<file path="config.mk">
export PLATFORM = sky130hd
export DESIGN_NAME = alu_writeback
export DESIGN_NICKNAME = d
export VERILOG_FILES = /design/src/rtl/alu_pkg.sv /design/src/rtl/alu_cond_eval.sv /design/src/rtl/alu_writeback.sv
export SDC_FILE = /design/constraint.sdc
export NUM_CORES = 1
export LEC_CHECK = 0
export CORE_UTILIZATION = 44
export CTS_BUF_LIST = sky130_fd_sc_hd__clkbuf_8
export DETAILED_ROUTE_END_ITERATION = 8
export HOLD_SLACK_MARGIN = 0.1
export MAX_ROUTING_LAYER = met4
export PLACE_DENSITY = 0.88
export SYNTH_ARGS = -nofsm -noshare
export SYNTH_HDL_FRONTEND = slang
export SYNTH_HIERARCHICAL = 1
export SYNTH_SLANG_ARGS = --single-unit
</file>
<file path="constraint.sdc">
create_clock -name clk -period 11.3 [get_ports clk]
set_input_delay 2.26 -clock clk [delete_from_list [all_inputs] [get_ports clk]]
set_output_delay 2.26 -clock clk [all_outputs]
set_load 0.02 [all_outputs]
</file>
<file path="src/rtl/alu_pkg.sv">
// Shared definitions for the ALU writeback stage: micro-op codes, flag bit
// positions, condition codes and the held-entry record.
package alu_pkg;

    typedef enum logic [4:0] {
        UOP_NOP = 5'd0,
        UOP_ADD = 5'd1,
        UOP_SUB = 5'd2,
        UOP_AND = 5'd3,
        UOP_XOR = 5'd4,
        UOP_CMP = 5'd5,
        UOP_LSL = 5'd6,
        UOP_LSR = 5'd7,
        UOP_MOV = 5'd8
    } uop_e;

    localparam int FLAG_Z = 3;
    localparam int FLAG_C = 2;
    localparam int FLAG_N = 1;
    localparam int FLAG_V = 0;

    localparam logic [3:0] COND_EQ = 4'h0;
    localparam logic [3:0] COND_NE = 4'h1;
    localparam logic [3:0] COND_CS = 4'h2;
    localparam logic [3:0] COND_CC = 4'h3;
    localparam logic [3:0] COND_MI = 4'h4;
    localparam logic [3:0] COND_PL = 4'h5;
    localparam logic [3:0] COND_VS = 4'h6;
    localparam logic [3:0] COND_VC = 4'h7;
    localparam logic [3:0] COND_HI = 4'h8;
    localparam logic [3:0] COND_LS = 4'h9;
    localparam logic [3:0] COND_GE = 4'hA;
    localparam logic [3:0] COND_LT = 4'hB;
    localparam logic [3:0] COND_GT = 4'hC;
    localparam logic [3:0] COND_LE = 4'hD;
    localparam logic [3:0] COND_AL = 4'hE;
    localparam logic [3:0] COND_NV = 4'hF;

    typedef enum logic {
        ST_EMPTY = 1'b0,
        ST_HELD  = 1'b1
    } wb_state_e;

    // uop is kept as a raw 5-bit field because codes above MOV can arrive
    typedef struct packed {
        logic [4:0]  uop;
        logic [31:0] result;
        logic [3:0]  flags;
        logic [3:0]  rd;
        logic [3:0]  cond;
        logic        setflags;
    } wb_entry_t;

    function automatic logic is_write_uop(input logic [4:0] uop);
        logic w;
        w = 1'b0;
        case (uop)
            UOP_ADD, UOP_SUB, UOP_AND, UOP_XOR,
            UOP_LSL, UOP_LSR, UOP_MOV: w = 1'b1;
            default:                   w = 1'b0;
        endcase
        return w;
    endfunction

endpackage

</file>
<file path="src/rtl/alu_cond_eval.sv">
// Combinational ARM condition-code evaluator: pass = cond holds for flags.
module alu_cond_eval
    import alu_pkg::*;
(
    input  logic [3:0] cond,
    input  logic [3:0] flags,
    output logic       pass
);

    logic z, c, n, v;

    always_comb begin
        z    = flags[FLAG_Z];
        c    = flags[FLAG_C];
        n    = flags[FLAG_N];
        v    = flags[FLAG_V];
        pass = 1'b0;
        case (cond)
            COND_EQ: pass = z;
            COND_NE: pass = !z;
            COND_CS: pass = c;
            COND_CC: pass = !c;
            COND_MI: pass = n;
            COND_PL: pass = !n;
            COND_VS: pass = v;
            COND_VC: pass = !v;
            COND_HI: pass = c & !z;
            COND_LS: pass = !c | z;
            COND_GE: pass = (n == v);
            COND_LT: pass = (n != v);
            COND_GT: pass = !z & (n == v);
            COND_LE: pass = z | (n != v);
            COND_AL: pass = 1'b1;
            default: pass = 1'b0;
        endcase
    end

endmodule

</file>
<file path="src/rtl/alu_writeback.sv">
// Single-entry ALU writeback stage: conditional register-file write, CPSR
// flag update and bypass, with the condition checked at commit time.
module alu_writeback
    import alu_pkg::*;
(
    input  logic        clk,
    input  logic        rst,
    input  logic        in_valid,
    output logic        in_ready,
    input  logic [4:0]  in_uop,
    input  logic [31:0] in_result,
    input  logic [3:0]  in_flags,
    input  logic [3:0]  in_rd,
    input  logic [3:0]  in_cond,
    input  logic        in_setflags,
    output logic        rf_we,
    output logic [3:0]  rf_waddr,
    output logic [31:0] rf_wdata,
    input  logic        rf_ack,
    output logic [3:0]  cpsr_flags,
    output logic        retire,
    output logic        fwd_valid,
    output logic [3:0]  fwd_rd,
    output logic [31:0] fwd_data
);

    wb_state_e state_reg, state_next;
    wb_entry_t entry_reg, entry_next;
    logic [3:0] cpsr_reg, cpsr_next;

    logic held;
    logic cond_pass;
    logic writes;
    logic retire_int;
    logic ready_int;
    logic capture;
    logic flag_load;

    // Evaluated against the live CPSR so an older entry's flags are seen
    alu_cond_eval u_cond_eval (
        .cond  (entry_reg.cond),
        .flags (cpsr_reg),
        .pass  (cond_pass)
    );

    always_ff @(posedge clk) begin
        if (rst) begin
            state_reg <= ST_EMPTY;
            cpsr_reg  <= 4'b0000;
        end else begin
            state_reg <= state_next;
            cpsr_reg  <= cpsr_next;
        end
    end

    // Entry payload only matters while HELD, so it carries no reset
    always_ff @(posedge clk) begin
        entry_reg <= entry_next;
    end

    always_comb begin
        held       = (state_reg == ST_HELD);
        writes     = held & cond_pass & is_write_uop(entry_reg.uop);
        retire_int = held & (!writes | rf_ack);
        ready_int  = !held | retire_int;
        capture    = in_valid & ready_int;
        flag_load  = retire_int & cond_pass
                   & (entry_reg.setflags | (entry_reg.uop == UOP_CMP))
                   & (entry_reg.uop <= UOP_MOV);

        state_next = state_reg;
        entry_next = entry_reg;
        cpsr_next  = cpsr_reg;

        if (state_reg == ST_EMPTY) begin
            if (capture) state_next = ST_HELD;
        end else begin
            if (capture)         state_next = ST_HELD;
            else if (retire_int) state_next = ST_EMPTY;
        end

        if (capture) begin
            entry_next.uop      = in_uop;
            entry_next.result   = in_result;
            entry_next.flags    = in_flags;
            entry_next.rd       = in_rd;
            entry_next.cond     = in_cond;
            entry_next.setflags = in_setflags;
        end

        if (flag_load) cpsr_next = entry_reg.flags;
    end

    assign in_ready   = ready_int;
    assign retire     = retire_int;
    assign rf_we      = writes;
    assign rf_waddr   = entry_reg.rd;
    assign rf_wdata   = entry_reg.result;
    assign fwd_valid  = writes;
    assign fwd_rd     = entry_reg.rd;
    assign fwd_data   = entry_reg.result;
    assign cpsr_flags = cpsr_reg;

endmodule

</file>
==> flow_metrics.py <==
metrics = {
    "grt": {
        "grt_pass1_vias": 1534,
        "grt-ovfl-total": 0,
        "grt_use_total": 0.1630,
        "grt_first_pass_wirelength_mm": 7.293,
        "antenna_found_initial": 0,
        "grt_max_degree": 51,
    },
    "synthesis": {
        "yosys-top-cells-area": "edfxtp_1, buf_4, dfxtp_1",
        "synthArstFlopShare": 0,
        "synth_xor_xnor_area_share": 0.009681,
        "ys.flop_type": "edfxtp_1",
        "syn_nets": 240,
        "synth-seq-cells": 55,
        "synth_top_area_share": 0.5808,
        "synthTopCellsByCount": "buf_4, edfxtp_1, nand2b_1",
        "ys_seq_area_frac": 0.6196,
        "synth_cell_types": 34,
        "synthSimpleGateAreaFrac": 0.07067,
        "synth_compound_area_frac": 0.06050,
        "muxShareOfSynthArea": 0.02130,
        "yosys.area_share.adder": 0,
        "yosysMostFrequentCell": "buf_4",
        "yosysWarnings": 6,
        "yosys.area.top_type": "edfxtp_1",
        "synth_cells": 186,
        "synth.avg_cell_area_um2": 13.90,
        "synth_top_family_by_area": "buffers and inverters",
        "synth_area_um2": 2585,
        "synth_edf_count": 50,
    },
    "worst_setup_path": {
        "crit_type": "primary input to output port",
        "required_ns": 9.04,
        "cp.arrival_ns": 3.73,
        "endpoint_kind": "output port",
        "cp_max_fo": 4,
        "start_kind": "primary input",
    },
    "floorplan": {
        "die_x_um": 78.65,
        "die_h_um": 78.65,
        "fp.dieArea_um2": 6186,
        "core_area_um2": 5574,
        "ios": 134,
        "initial_utilization": 0.4637,
        "rows": 27,
    },
    "power": {
        "power_w": 0.0004712,
        "clock_power_share": 0.318,
        "power.internal_w": 0.0003678,
        "p_switching_w": 0.0001034,
        "p_seq_frac": 0.514,
        "p_leak_nw": 1.290,
        "powerDensity_nw_per_um2": 130.9,
        "ir_worst_vdd_v": 0.00008678,
        "switching_share": 0.2195,
        "combPwrFrac": 0.168,
    },
    "clock_tree": {
        "cts_tree": "built",
        "root_buffer": "clkbuf_8",
        "cts_setup_buffers": 0,
        "ctsResizeCount": 0,
        "cts_buffers": 5,
        "cts_num_sinks": 55,
        "cts.path.max_buffers": 2,
        "worstSkewPairLatency_ns": 0.30,
        "htreeDepth": 2,
        "holdBufCountCts": 0,
        "cts.clk_slew.worst_paths_ns": 0.09,
    },
    "drt": {
        "vias": 1507,
        "vias_per_cell": 4.637,
        "ant_nets": 0,
        "first_pass_iters": 4,
        "drcViolationCount": 0,
        "wire_per_inst_um": 14.57,
        "first_iter_violations": 51,
        "totalWireLength_mm": 4.735,
    },
    "placed_design": {
        "gp_congestion": 0.8039,
        "postPlaceCellArea_um2": 3465,
        "hpwlAfterDp_mm": 3.615,
        "io_buffers": 133,
    },
    "sta": {
        "fin_setup_tns_ns": 0,
        "worstMarginPinSlew_ns": 0.6395,
        "timing.final.crit_period_ns": 5.987,
        "drv_slew": 0,
        "max_slew_margin": 0.5736,
        "finClkSkew_ns": 0.009342,
        "fin_crit_sh": 0.5298,
        "setup_viol": 0,
        "whs_ns": 0.5163,
        "rsz0062_at_grt": "no",
        "hold_viol_final": 0,
        "fmaxAchievable_mhz": 167.0,
    },
    "finish": {
        "final_nets": 306,
        "largest_register_ffs": 32,
        "final_area_um2": 3601,
        "area_delta_synth_final_pct": 39.30,
        "num_antenna_cells": 0,
        "num-fill-cells": 429,
        "drive_gt1_frac": 0.07510,
    },
    "flow_run": {
        "cap_violations": 0,
    },
    "worst_hold_path": {
        "hold_path.class": "flip-flop to flip-flop",
    },
    "outcome": {
        "status": "complete, no violations",
    },
}
critical path: stages:
cell and delay [ns]:
clkdlybuf4s50_1 0.47, nor3_2 0.37, nor2b_1 0.08, clkdlybuf4s50_1 0.54
per-stage QoR:
step	setup WS, ns	util	cells
after CTS	5.302	0.6460	325
after global placement	5.332	0.6215	317
final	5.313	0.6460	325
after floorplan	6.278	-	186
after detailed placement	5.304	0.6215	317
after global routing	5.194	0.6460	325
final cells by class:
cell class                 count  area (um^2)  area share
sequential                    55         1602      0.4448
tap                           72        90.09     0.02502
multi-input combinational     54        426.7      0.1185
clock buffer                   5        68.82     0.01911
clock inverter                 3        67.56     0.01876
inverter                       2        7.507    0.002085
timing repair buffer         134         1339      0.3718
power groups by stage:
stage          Clock (W)  Combinational, W  Sequential, W
6_report        0.000150         0.0000794       0.000242
5_1_grt         0.000163         0.0000832       0.000244
4_1_cts         0.000154         0.0000802       0.000242
3_5_place_dp           0         0.0000799       0.000247
3_3_place_gp           0         0.0000782       0.000246
2_1_floorplan          0         0.0000505       0.000245
layout by cell type (no fill, tap or decap), drive strengths merged, types with 4 or more instances in the layout:
cell and n:
a21oi 5, clkbuf 5, clkdlybuf4s50 133, dfxtp 5
edfxtp 50, mux2i 4, nand2b 10, nor2 5
nor2b 4, nor3 4
metal layers:
layer | vias up | GRT usage | wire (um) | share of wire
li1 | 709 | - | - | -
met4 | 0 | 0.07407 | 103 | 0.022
met3 | 9 | 0.04302 | 240 | 0.051
met5 | - | - | 0 | 0
met1 | 723 | 0.1665 | 1710 | 0.36
met2 | 66 | 0.2904 | 2681 | 0.57
path summary, 6_finish.rpt:
check	from	endpoint	slack, ns	cells after the start
worst max register to register	entry_reg[3]$_DFFE_PP_	fwd_data[30]$_DFFE_PP_	8.61	8
worst min register to register	entry_reg[11]$_DFFE_PP_	cpsr_flags[2]$_SDFFE_PP0P_	0.52	2
worst max-delay path	rf_ack	retire	5.31	4
worst min-delay path	entry_reg[11]$_DFFE_PP_	cpsr_flags[2]$_SDFFE_PP0P_	0.52	2
logic make-up (layout without fill, tap and decap cells):
| logic type | Yosys count | in the layout |
|---|---|---|
| AOI/OAI and AO/OA | 18 | 18 |
| xor gates and xnor gates | 2 | 2 |
| buffers and inverters | 77 | 144 |
| DFF | 55 | 55 |
| muxes | 5 | 5 |
| and+or+nand+nor | 29 | 29 |
Note: power is estimated with default switching activity, not from simulation.
